===== src/rtl/alu_pkg.sv =====
// Shared definitions for the ALU op scheduler: opcode constants in ALU mux-port
// order and the sequencer state encoding.
package alu_pkg;

   localparam logic [3:0] OP_ADD  = 4'd0;
   localparam logic [3:0] OP_SUB  = 4'd1;
   localparam logic [3:0] OP_SHL  = 4'd2;
   localparam logic [3:0] OP_SHR  = 4'd3;
   localparam logic [3:0] OP_CMP  = 4'd4;
   localparam logic [3:0] OP_AND  = 4'd5;
   localparam logic [3:0] OP_OR   = 4'd6;
   localparam logic [3:0] OP_XOR  = 4'd7;
   localparam logic [3:0] OP_NAND = 4'd8;
   localparam logic [3:0] OP_NOR  = 4'd9;
   localparam logic [3:0] OP_XNOR = 4'd10;
   localparam logic [3:0] OP_INV  = 4'd11;
   localparam logic [3:0] OP_NEG  = 4'd12;
   localparam logic [3:0] OP_STO  = 4'd13;
   localparam logic [3:0] OP_SWP  = 4'd14;
   localparam logic [3:0] OP_LOAD = 4'd15;

   typedef enum logic [1:0] {
      ST_IDLE  = 2'd0,
      ST_ISSUE = 2'd1,
      ST_WAIT  = 2'd2,
      ST_HOLD  = 2'd3
   } state_t;

endpackage


===== src/rtl/op_fifo.sv =====
// Synchronous command FIFO with occupancy output and a synchronous flush that
// also blocks any push or pop in the same cycle.
module op_fifo
   import alu_pkg::*;
#(
   parameter int DEPTH = 4,
   parameter int WIDTH = 4
) (
   input  logic                     clock,
   input  logic                     reset,
   input  logic                     flush,
   input  logic                     push,
   input  logic [WIDTH-1:0]         push_data,
   input  logic                     pop,
   output logic [WIDTH-1:0]         pop_data,
   output logic [$clog2(DEPTH):0]   level,
   output logic                     full,
   output logic                     empty
);

   localparam int AW = $clog2(DEPTH);

   logic [WIDTH-1:0] r_mem [DEPTH];
   logic [AW-1:0]    r_wr_ptr;
   logic [AW-1:0]    r_rd_ptr;
   logic [AW:0]      r_level;
   logic             w_push;
   logic             w_pop;

   assign full     = (r_level == (AW+1)'(DEPTH));
   assign empty    = (r_level == '0);
   assign w_push   = push && !full && !flush;
   assign w_pop    = pop && !empty && !flush;
   assign pop_data = r_mem[r_rd_ptr];
   assign level    = r_level;

   // NOTE: the storage array is deliberately left out of reset; entries are only read behind a non-zero level, and a reset-free array maps onto plain RAM.
   always_ff @(posedge clock) begin
      if (w_push) r_mem[r_wr_ptr] <= push_data;
   end

   // NOTE: sequential state uses non-blocking assignments so every flop samples pre-edge values regardless of block order.
   always_ff @(posedge clock or posedge reset) begin
      if (reset) begin
         r_wr_ptr <= '0;
         r_rd_ptr <= '0;
         r_level  <= '0;
      end else if (flush) begin
         r_wr_ptr <= '0;
         r_rd_ptr <= '0;
         r_level  <= '0;
      end else begin
         if (w_push) r_wr_ptr <= r_wr_ptr + AW'(1);
         if (w_pop)  r_rd_ptr <= r_rd_ptr + AW'(1);
         case ({w_push, w_pop})
            2'b10:   r_level <= r_level + (AW+1)'(1);
            2'b01:   r_level <= r_level - (AW+1)'(1);
            default: r_level <= r_level;
         endcase
      end
   end

endmodule


===== src/rtl/alu_op_scheduler.sv =====
// Queues ALU opcodes and sequences them as sel + one-cycle exec strobe, settle, Y capture.
// Optional single-step mode (one op per rising edge of step) under ALU_OP_SCHEDULER_STEP_EN.
module alu_op_scheduler
   import alu_pkg::*;
#(
   parameter int DEPTH  = 4,
   parameter int SETTLE = 2
) (
   input  logic                     clock,
   input  logic                     reset,
   input  logic                     flush,
`ifdef ALU_OP_SCHEDULER_STEP_EN
   input  logic                     step,
`endif
   input  logic                     cmd_valid,
   input  logic [3:0]               cmd_op,
   output logic                     cmd_ready,
   output logic [3:0]               alu_sel,
   output logic                     alu_exec,
   input  logic [7:0]               alu_y,
   output logic                     res_valid,
   input  logic                     res_ready,
   output logic [7:0]               res_data,
   output logic [3:0]               res_op,
   output logic                     busy,
   output logic [$clog2(DEPTH):0]   level
);

   localparam int CW = (SETTLE > 1) ? $clog2(SETTLE) : 1;

   state_t          r_state;
   state_t          w_state_nxt;
   logic [CW-1:0]   r_cnt;
   logic [CW-1:0]   w_cnt_nxt;
   logic [3:0]      r_sel;
   logic [3:0]      r_res_op;
   logic [7:0]      r_res_data;
   logic            r_res_valid;
   logic            w_push;
   logic            w_pop;
   logic            w_capture;
   logic            w_release;
   logic            w_go;
   logic            w_full;
   logic            w_empty;
   logic [3:0]      w_head;

   // No full-bypass: a full FIFO refuses even when a pop lands in the same cycle.
   assign cmd_ready = !w_full && !flush;
   assign w_push    = cmd_valid && cmd_ready;

   op_fifo #(.DEPTH(DEPTH), .WIDTH(4)) u_fifo (
      .clock     (clock),
      .reset     (reset),
      .flush     (flush),
      .push      (w_push),
      .push_data (cmd_op),
      .pop       (w_pop),
      .pop_data  (w_head),
      .level     (level),
      .full      (w_full),
      .empty     (w_empty)
   );

`ifdef ALU_OP_SCHEDULER_STEP_EN
   logic r_step_d;

   always_ff @(posedge clock or posedge reset) begin
      if (reset) r_step_d <= 1'b0;
      else       r_step_d <= step;
   end

   assign w_go = step && !r_step_d;
`else
   assign w_go = 1'b1;
`endif

   // NOTE: every combinational output gets a default before the case so no path leaves it unassigned and infers a latch.
   always_comb begin
      w_state_nxt = r_state;
      w_cnt_nxt   = r_cnt;
      w_pop       = 1'b0;
      w_capture   = 1'b0;
      w_release   = 1'b0;
      alu_exec    = 1'b0;
      case (r_state)
         ST_IDLE: begin
            if (!w_empty && !r_res_valid && w_go) begin
               w_pop       = 1'b1;
               w_state_nxt = ST_ISSUE;
            end
         end
         ST_ISSUE: begin
            alu_exec    = 1'b1;
            w_cnt_nxt   = CW'(SETTLE - 1);
            w_state_nxt = ST_WAIT;
         end
         ST_WAIT: begin
            if (r_cnt == '0) begin
               w_capture   = 1'b1;
               w_state_nxt = ST_HOLD;
            end else begin
               w_cnt_nxt = r_cnt - CW'(1);
            end
         end
         ST_HOLD: begin
            if (res_ready) begin
               w_release   = 1'b1;
               w_state_nxt = ST_IDLE;
            end
         end
         default: w_state_nxt = ST_IDLE;
      endcase
      if (flush) begin
         w_state_nxt = ST_IDLE;
         w_pop       = 1'b0;
         w_capture   = 1'b0;
         alu_exec    = 1'b0;
      end
   end

   always_ff @(posedge clock or posedge reset) begin
      if (reset) begin
         r_state     <= ST_IDLE;
         r_cnt       <= '0;
         r_sel       <= '0;
         r_res_op    <= '0;
         r_res_data  <= '0;
         r_res_valid <= 1'b0;
      end else begin
         r_state <= w_state_nxt;
         r_cnt   <= w_cnt_nxt;
         if (w_pop) begin
            r_sel    <= w_head;
            r_res_op <= w_head;
         end
         if (w_capture) r_res_data <= alu_y;
         if (flush || w_release) r_res_valid <= 1'b0;
         else if (w_capture)     r_res_valid <= 1'b1;
      end
   end

   assign alu_sel   = r_sel;
   assign res_op    = r_res_op;
   assign res_data  = r_res_data;
   assign res_valid = r_res_valid;
   assign busy      = (r_state != ST_IDLE) || !w_empty;

endmodule


===== config.mk =====
export PLATFORM = sky130hd
export DESIGN_NAME = alu_op_scheduler
export DESIGN_NICKNAME = d
export VERILOG_FILES = /design/src/rtl/alu_pkg.sv /design/src/rtl/op_fifo.sv /design/src/rtl/alu_op_scheduler.sv
export SDC_FILE = /design/constraint.sdc
export NUM_CORES = 1
export LEC_CHECK = 0
export CAP_MARGIN = 20
export CELL_PAD_IN_SITES_DETAIL_PLACEMENT = 2
export CELL_PAD_IN_SITES_GLOBAL_PLACEMENT = 2
export CORE_ASPECT_RATIO = 2
export CORE_MARGIN = 2
export CORE_UTILIZATION = 34
export CTS_CLUSTER_SIZE = 8
export DETAILED_ROUTE_END_ITERATION = 12
export PLACE_DENSITY_LB_ADDON = 0.1
export SYNTH_ARGS = -nofsm -noshare
export SYNTH_HDL_FRONTEND = slang
export SYNTH_SLANG_ARGS = --single-unit

===== constraint.sdc =====
create_clock -name clock -period 3.3 [get_ports clock]
set_clock_uncertainty 0.2 [all_clocks]
set_input_delay 0.66 -clock clock [delete_from_list [all_inputs] [get_ports clock]]
set_output_delay 0.66 -clock clock [all_outputs]
set_load 0.02 [all_outputs]

==> metrics <==
switching pwr=0.706 mW; Root Buffer=clkbuf_8; post-synthesis sequential area ratio=0.571; setup TNS=0 ps; layout cells sized above 1=0.209; Row Count=38; clk_lat worst skew=about 290 ps; period utilisation layout=0.856; initial core utilization=0.347; first-pass GRT wire length=about 6400 µm; most numerous cell in the Yosys netlist=dfrtp_1; switching share of power=0.361; Largest stage delay, worst path=610 ps; clock sink count=39; Syn. warnings=0; placed inst area=roughly 2300 µm²; CP cell instances=clkdlybuf4s50_1 > nor2b_1 > clkdlybuf4s50_1; final wirelength=3660 µm; P_leak=around 0.97 nW; fin crit period=2830 ps; Async SR Flop Fraction=0.590; internal reg-to-reg setup slack=between 800 and 900 ps; I/O Pins=40; DP HPWL=~2700 µm; CTS H-tree lvls=2; fin area=approximately 2400 µm²; area growth from synthesis to layout=29.2%; Main synth FF type=dfrtp_1; HP Class=register to register; I/O Buffers=39; maxcap violations=0; CTS resizes=0; Worst Tran Pin Value=between 400 and 500 ps; Mapped Nets=between 150 and 200; via/cell ratio=between 4 and 5; internal power=roughly 1.2 mW; worst-path fanout max=5; via count=around 1,100; VDD IR max=about 430 µV; FF+latch count, synth=39; Setup violations, final=0; WP data required=2440 ps; status=finished clean; Die Wd=around 56 µm; Num CTS Buffers=5; initial DRC count=10; average wire per standard cell=about 16 µm; synth top area cells=dfrtp_1, edfxtp_1, mux2_2; Distinct cells, synth=33; Final Util=0.449; Critical Path Source Type=primary input; Rel. slew slack=0.714; RSZ-0062 raised after global routing=false; DRC viols=0; Fillers=between 500 and 600; Gate power share=0.459; largest net degree at the start of global routing=24; mean post-synth cell area=roughly 14 µm²; Placeable Area=roughly 5300 µm²; diode count=0; Syn Inst Count=129; post-CTS setup buffer count=0; CP most frequent cell=clkdlybuf4s50_1; GRT Total Usage=0.138; Crit-path slowest cell=clkdlybuf4s50_1; TritonCTS clock tree=done; top cell type's share of synthesized area=0.311; Flop pwr share=0.366; Clock Power Share=0.176; GRT overflow=0; Max Clk Rate=0.354 GHz; Reg clk slew, reported paths=about 70 ps; multi-input logic area=713 µm²; antenna violations before repair=0; area of all sequential standard cells=roughly 1100 µm²; DRT Pass-1 Iters=3; Post-DRT Antenna Nets=0; pwr/cell area=818 nW/µm²; most frequent cells after synthesis=dfrtp_1, edfxtp_1, mux2_2; nets=197; Final Max Slew Viols=0; # hold bufs at CTS=0; die area=between 6000 and 7000 µm²; Clock Path Buffers=2; Die Y=between 100 and 150 µm; Critical Path AT=approximately 2000 ps; Synth area leader=dfrtp_1; mapped cell area=1850 µm²; Fin. Hold Viols=0; CP endpoint kind=output port; vias in the first global route=roughly 1,200; Pwr Total=1.95 mW; EDFF count, synth=16; RD Place Congestion=0.675; CP Class=primary input to output port
==> worst max-delay path, delay by kind of cell <==
family                 cells  cell delay (ps)
buffers and inverters      2             1140
and+or+nand+nor            1              160
==> final cells by class <==
class | count | area share
tap | 60 | 0.0314
clock buffer | 6 | 0.0346
inverter | 7 | 0.0110
clock inverter | 2 | 0.00681
sequential | 39 | 0.442
multi-input combinational | 75 | 0.298
timing repair buffer | 43 | 0.176
==> final timing paths <==
kind | startpoint | endpoint | cells after the start
max | flush | alu_exec | 3
min | res_data[4] | res_data[4] | 1
max reg2reg | r_state[0] | u_fifo.level[2] | 10
min reg2reg | res_data[4] | res_data[4] | 1
max in group asynchronous | reset | r_state[1] | 3
min in group asynchronous | reset | res_op[0] | 3
==> cells by family (layout without fill, tap and decap cells) <==
logic type      after synthesis  count (layout)  share of synthesized area
compound gates                7               7                     0.0257
xor+xnor                      3               3                     0.0183
fa+ha+maj                     9               9                     0.0650
buf+inv                      15              58                     0.0433
flops                        39              39                      0.571
mux                          23              23                      0.162
simple gates                 33              33                      0.115
==> through the flow <==
step                      hold WS, ps  instances  setup slack, ps
after detailed placement          300        224              449
final                             312        232              474
after CTS                         318        232              443
after floorplan                   319        129              863
after global placement            288        224              452
after global routing              337        232              381
==> metal layers <==
metal  share of wire  vias to the layer above  wire length, µm  GRT usage
met5               0                        -                0          0
met4           0.020                        0               72     0.0663
met3           0.027                        6               99     0.0203
met2            0.54                       21             1960      0.229
met1            0.42                      564             1520      0.176
li1                -                      525                -          -
==> power groups by stage <==
| stage | clock (mW) | combinational (mW) | sequential, mW |
|---|---|---|---|
| global route | 0.376 | 0.985 | 0.740 |
| floorplan | 0 | 0.536 | 0.782 |
| global placement | 0 | 0.896 | 0.726 |
| CTS | 0.360 | 0.917 | 0.721 |
| detailed placement | 0 | 0.913 | 0.731 |
| finish | 0.343 | 0.896 | 0.715 |
==> state kept, by name, summed over array words and instances (netlist names) <==
signal / count
r_cnt: 1
r_state: 2
res_data: 8
res_op: 4
res_valid: 1
u_fifo.level: 3
u_fifo.r_mem: 16
u_fifo.r_rd_ptr: 2
u_fifo.r_wr_ptr: 2
==> layout by cell type, fill, tap and decap left out, types with 2 or more instances in the layout <==
master / synthesis / layout
nor2_1: 8 / 8
a211oi_1: 2 / 2
nor3_1: 3 / 3
edfxtp_1: 16 / 16
mux2i_1: 4 / 4
clkdlybuf4s50_1: 0 / 39
ha_1: 8 / 8
and2_1: 4 / 4
a21oi_1: 2 / 2
xor2_1: 2 / 2
nor2b_1: 4 / 4
dfrtp_1: 23 / 23
mux4_2: 4 / 4
buf_4: 4 / 4
o21a_1: 2 / 2
nor3b_2: 2 / 2
mux2_2: 14 / 14
nand2b_1: 4 / 4
clkbuf_8: 0 / 6
nand2_1: 2 / 2
inv_1: 7 / 7
No activity file was read; power rests on OpenSTA's default activity.
